<file path="src/rtl/conv_encoder.sv">
// Rate-1/2 K=3 convolutional encoder (g0=111, g1=101), one message per start.
// Optional serial symbol output enabled by defining CONV_ENC_SERIAL_OUT_EN.
module conv_encoder #(
  parameter int SIZE_DATA_IN  = 8,
  parameter int SIZE_DATA_OUT = 2 * SIZE_DATA_IN
) (
  input  logic                     i_clk,
  input  logic                     i_rst_n,
  input  logic                     i_start,
  input  logic [SIZE_DATA_IN-1:0]  i_data,
  output logic [SIZE_DATA_OUT-1:0] o_data,
  output logic                     o_done,
  output logic                     o_busy
`ifdef CONV_ENC_SERIAL_OUT_EN
  ,
  output logic [1:0]               o_sym,
  output logic                     o_sym_valid
`endif
);

  localparam int CW = $clog2(SIZE_DATA_IN + 1);

  typedef enum logic [1:0] {
    IDLE,
    ENCODE,
    DONE
  } state_t;

  state_t state;
  state_t state_nxt;

  logic [SIZE_DATA_IN-1:0]  piso;
  logic [SIZE_DATA_OUT-1:0] sipo;
  logic [SIZE_DATA_OUT-1:0] sipo_nxt;
  logic [CW-1:0]            cnt;
  logic                     s1;
  logic                     s2;
  logic                     u;
  logic [1:0]               pair;
  logic                     last;

  assign u        = piso[SIZE_DATA_IN-1];
  assign pair     = {u ^ s1 ^ s2, u ^ s2};
  assign last     = (cnt == CW'(SIZE_DATA_IN - 1));
  assign sipo_nxt = {sipo[SIZE_DATA_OUT-3:0], pair};
  assign o_busy   = (state != IDLE);

  // State register.
  always_ff @(posedge i_clk) begin
    if (!i_rst_n) state <= IDLE;
    else          state <= state_nxt;
  end

  // Next-state logic: start only sampled in IDLE, DONE lasts one cycle.
  always_comb begin
    state_nxt = state;
    unique case (state)
      IDLE:    if (i_start) state_nxt = ENCODE;
      ENCODE:  if (last) state_nxt = DONE;
      DONE:    state_nxt = IDLE;
      default: state_nxt = IDLE;
    endcase
  end

  // Datapath: latch message, shift one bit per cycle, publish full codeword.
  always_ff @(posedge i_clk) begin
    if (!i_rst_n) begin
      piso   <= '0;
      sipo   <= '0;
      cnt    <= '0;
      s1     <= 1'b0;
      s2     <= 1'b0;
      o_data <= '0;
      o_done <= 1'b0;
    end else begin
      o_done <= 1'b0;
      unique case (state)
        IDLE: begin
          if (i_start) begin
            piso <= i_data;
            sipo <= '0;
            cnt  <= '0;
            s1   <= 1'b0;
            s2   <= 1'b0;
          end
        end
        ENCODE: begin
          piso <= piso << 1;
          sipo <= sipo_nxt;
          s2   <= s1;
          s1   <= u;
          cnt  <= cnt + 1'b1;
          if (last) begin
            o_data <= sipo_nxt;
            o_done <= 1'b1;
          end
        end
        default: ;
      endcase
    end
  end

`ifdef CONV_ENC_SERIAL_OUT_EN
  // Serial tap: each pair appears one cycle after it is computed.
  always_ff @(posedge i_clk) begin
    if (!i_rst_n) begin
      o_sym       <= 2'b00;
      o_sym_valid <= 1'b0;
    end else begin
      o_sym_valid <= (state == ENCODE);
      if (state == ENCODE) o_sym <= pair;
    end
  end
`endif

endmodule

</file>
<file path="config.mk">
export PLATFORM = sky130hd
export DESIGN_NAME = conv_encoder
export DESIGN_NICKNAME = d
export VERILOG_FILES = /design/src/rtl/conv_encoder.sv
export SDC_FILE = /design/constraint.sdc
export NUM_CORES = 1
export LEC_CHECK = 0
export ABC_AREA = 1
export ABC_CLOCK_PERIOD_IN_PS = 1900
export CAP_MARGIN = 20
export CORE_MARGIN = 10
export CORE_UTILIZATION = 50
export DETAILED_ROUTE_END_ITERATION = 16
export GPL_TIMING_DRIVEN = 0
export PLACE_DENSITY_LB_ADDON = 0.3
export SLEW_MARGIN = 20
export SYNTH_ARGS = -nofsm -noshare
export SYNTH_HDL_FRONTEND = slang
export SYNTH_SLANG_ARGS = --single-unit
</file>
<file path="constraint.sdc">
create_clock -name i_clk -period 1.9 [get_ports i_clk]
set_clock_uncertainty 0.1 [all_clocks]
set_input_delay 0.285 -clock i_clk [delete_from_list [all_inputs] [get_ports i_clk]]
set_output_delay 0.285 -clock i_clk [all_outputs]
set_load 0.03 [all_outputs]
</file>
## Word-level counts from Yosys, hierarchy flattened

Index checks and enable logic that the tools add are counted.

| storage, ports and cells | value |
|---|---|
| latch bits | 0 |
| output and inout port bits | 18 |
| memory bits (writable) | 0 |
| memory bits (read-only) | 0 |
| word-level logic and storage cells | 36 |
| register bits after elaboration | 47 |
| memories | 0 |

| operators by class | value |
|---|---|
| equal/unequal tests | 4 |
| $add $sub $neg | 1 |
| $lt $le $gt $ge | 0 |
| bitwise logic cells | 3 |
| divide/modulo/power cells | 0 |
| shift operators | 0 |
| reductions and logical operators | 7 |
| $mul | 0 |
| muxes and demuxes | 13 |

Operator list:

| kind | count |
|---|---|
| $pmux 14 s2 | 1 |
| $pmux 8 s2 | 1 |
| $mux 14 | 1 |
| $mux 8 | 1 |
| $pmux 4 s2 | 1 |
| $reduce_and 2->1 | 4 |
| $add 4x1->4 const B | 1 |
| $eq 4x3->1 const B | 1 |
| $mux 2 | 2 |
| $mux 4 | 1 |
| $ne 2x2->1 const B | 2 |
| $pmux 1 s2 | 2 |
| $pmux 2 s2 | 1 |
| $reduce_bool 2->1 | 2 |
| $xor 1x1->1 | 3 |
| $eq 2x1->1 const B | 1 |
| $logic_not 2->1 | 1 |
| $mux 1 | 2 |

## Depth between registers and ports, before layout

| logic depth | value |
|---|---|
| depth in word-level cells | 3 |
| gate-level depth with buffers | 8 |

## Worst setup path before layout

OpenSTA, ideal clock, no wires.

| path | value |
|---|---|
| path kind | reg2reg |
| from | register cnt[0] |
| to | register o_data[10] |
| setup slack | 0.592 ns |
| stages on the path, launching flop included | 8 |
| required time | 1.687 ns |
| arrival time | 1.095 ns |
| library setup time | 0.113 ns |
| cell sequence | dfxtp_1 ha_1 nand3_2 inv_2 nand2_2 buf_4 nand3_1 nand2_1 |

| between the ends | value |
|---|---|
| longest elaborated chain between the ends | 2 |

RTL lines:

| element | RTL line | source |
|---|---|---|
| start: declaration | 35 | `logic [CW-1:0] cnt;` |
| start signal: assignment | 92 | `cnt <= cnt + 1'b1;` |
| $eq 4x3->1 | 44 | `assign last = (cnt == CW'(SIZE_DATA_IN - 1));` |
| $reduce_and 2->1 (no source line) | -- |  |
| end signal: assignment | 94 | `o_data <= sipo_nxt;` |
| end: declaration | 11 | `output logic [SIZE_DATA_OUT-1:0] o_data,` |

No other way between the ends.
A chain may end at the register's enable or synchronous reset.

## Final worst setup path

| path | value |
|---|---|
| from | register o_data[1] |
| to | output o_data[1] |

No word-level cell between the ends.

==> results.toml <==
[timing]
maxSlewHeadroom_pct = 64.9
fmax_mhz = 584
rsz0062_at_grt = "false"
setup_violations = 0
finalCriticalPeriod_ns = 1.71
fin_ws_ns = 0.187
finalCritPeriodShare_pct = 90.1
final.setup.tns_ns = 0
final_max_slew_viol_count = 0
tightest_slew_ns = 0.527
finalHoldViolCount = 0

[routing]
drt_iter0_drc = 92
wire_per_inst_um = 11.9
first_pass_iters = 4
via_per_inst = 4.94
drcViolationCount = 0
ant_nets = 0
vias = 1636
totalWireLength_um = 3940

[global_route]
grt_max_degree = 15
grt_pass1_wl_um = 6580
grt_pass1_vias = 1487
grt_overflow = 0
antenna_found_initial = 0
grtUsageTotal_pct = 12.6

[yosys]
yosys-top-cells-area = "dfxtp_1, nand2_1, a21oi_1, nor2_1, nand3_1"
synth_ff_type = "dfxtp_1"
synth_edf_count = 0
synth_cell_types = 24
synthCells = 249
netlist_area_um2 = 1840
yosysSeqAreaShare_pct = 51.2
yosys_register_bits = 47
async_reset_ff_share_pct = 0
syn_nets = 261
syn_avg_cell_area_um2 = 7.39
yosysWarnings = 0
synth_top_area_cell = "dfxtp_1"
synth_top_area_share_pct = 51.2

[floorplanning]
design.core.area_um2 = 3440
die_h_um = 80.7
io_pins = 29
die_x_um = 80.7
std_cell_rows = 21
die_area_um2 = 6500
floorplan.initialDensity_pct = 53.4

[clock_tree]
path_clk_slew_ns = 0.08
insertion_delay_ns = 0.30
cts_made_buffers = 5
clkSinkCount = 47
h-tree-depth = 2
cts_max_path_buffers = 2
cts-root-buf = "clkbuf_8"
cts_tree = "built"

[power]
powerDensity_nw_per_um2 = 780
power_leakage_nw = 0.968
ir_drop_uv = 524

[final_layout]
diodes = 0
layout_commonest_cell = "nand2_1"
syn_to_final_growth_pct = 23.7
final_cell_mix = "nand2_1, dfxtp_1, nor2_1, clkdlybuf4s50_1, a21oi_1"
drive_gt1_share_pct = 9.12
final_net_count = 296

[setup_path]
path_buf_inv = 1
critical_path_class = "flip-flop to output pin"
crit_path_cell_trace = "clkdlybuf4s50_1"
reg2regPathDepth = 7
r2r-end = "o_data[5]$_SDFFE_PN0P_"
cpLargestDelayFamily = "buffers and inverters"
critPathCaptureType = "output pin"
worstPathArrival_ns = 1.33
crit_required_ns = 1.51
start_kind = "flip-flop"
critical_path.slowest_cell = "clkdlybuf4s50_1"
worstSetupStartpoint = "o_data[1]$_SDFFE_PN0P_"
cp_max_fo = 2
r2r_start = "cnt[0]$_SDFFE_PN0P_"
r2r_slack_ns = 0.39
slowest_delay_ns = 0.68

[run]
cap_violations = 0

[min_path]
hold_depth = 2
hold_end = "o_data[11]$_SDFFE_PN0P_"
hold_path.class = "flip-flop to flip-flop"
min_from = "sipo[9]$_SDFFE_PN0P_"

[place]
place_hpwl_um = 2880
numPortBuffers = 28
gp_congestion = 0.783
dpl_worst_slack_ns = 0.155

[run_status]
status = "finished clean"
[layout make-up]
class	count	area (um^2)
fill	315	1170
sequential	47	941
clock inverter	1	8.76
buffer	10	63.8
clock buffer	7	86.3
timing repair buffer	28	283
tap	46	57.6
inverter	17	67.6
multi-input combinational	175	767
[metal layers]
metal / routed length, um / vias to the layer above / global-route usage, %
met5: 0 / - / 0
met4: 46 / 0 / 5.19
met3: 242 / 5 / 3.67
met2: 1950 / 30 / 21.2
met1: 1700 / 753 / 14.5
li1: - / 848 / -
[cell usage after synthesis, types with 3 or more instances]
cell type and n:
a21oi_1 22, buf_4 5, clkbuf_1 3, dfxtp_1 47, inv_1 12, inv_2 3
nand2_1 90, nand2_2 4, nand3_1 18, nor2_1 27, o21ai_0 5
[per-stage QoR]
stage | utilization [%] | power, W | std cells | hold WS (ns) | cell area [um^2]
2_1_floorplan | - | 0.00113 | 249 | 0.298 | 1840
3_3_place_gp | 63.2 | 0.00118 | 323 | 0.350 | 2180
3_5_place_dp | 63.2 | 0.00118 | 323 | 0.353 | 2180
4_1_cts | 66.0 | 0.00179 | 331 | 0.367 | 2270
5_1_grt | 66.1 | 0.00185 | 331 | 0.385 | 2270
6_report | 66.1 | 0.00178 | 331 | 0.367 | 2270
[logic make-up (layout without fill, tap and decap cells)]
family / Yosys count / in the layout / synth area share [%]
and+or+nand+nor: 145 / 145 / 33.0
DFF: 47 / 47 / 51.2
AOI/OAI and AO/OA: 29 / 29 / 8.03
buffers and inverters: 27 / 63 / 7.14
adders and majority gates: 1 / 1 / 0.680
[sequential cells by signal, summed over array words and instances, names as in the netlist]
signal and count:
o_data 16, sipo 14, piso 8, cnt 4, state 2, o_done 1
s1 1, s2 1
[where the power goes]
part | internal [W] | switching, W | leakage [nW] | total [W]
clock | 0.000298 | 0.000318 | 0.0484 | 0.000616
combinational | 0.0000567 | 0.0000874 | 0.539 | 0.000144
sequential | 0.00100 | 0.0000134 | 0.380 | 0.00101
total | 0.00136 | 0.000419 | 0.968 | 0.00178
[worst max-delay path by stage]
stage / end / slack (ns) / cells after the start
finish: o_data[1] / 0.19 / 1
global placement: piso[6]$_SDFFE_PN0P_ / 0.18 / 4
floorplan: o_data[10]$_SDFFE_PN0P_ / 0.59 / 7
detailed placement: piso[5]$_SDFFE_PN0P_ / 0.16 / 4
CTS: o_busy / 0.02 / 3
global route: o_data[1] / 0.14 / 1
[timing repair]
action	CTS	global route
hold buffers	0	0
setup endpoints to repair	0	1
resized for setup	0	1
setup buffers	0	0
No activity file was read; power rests on OpenSTA's default activity.
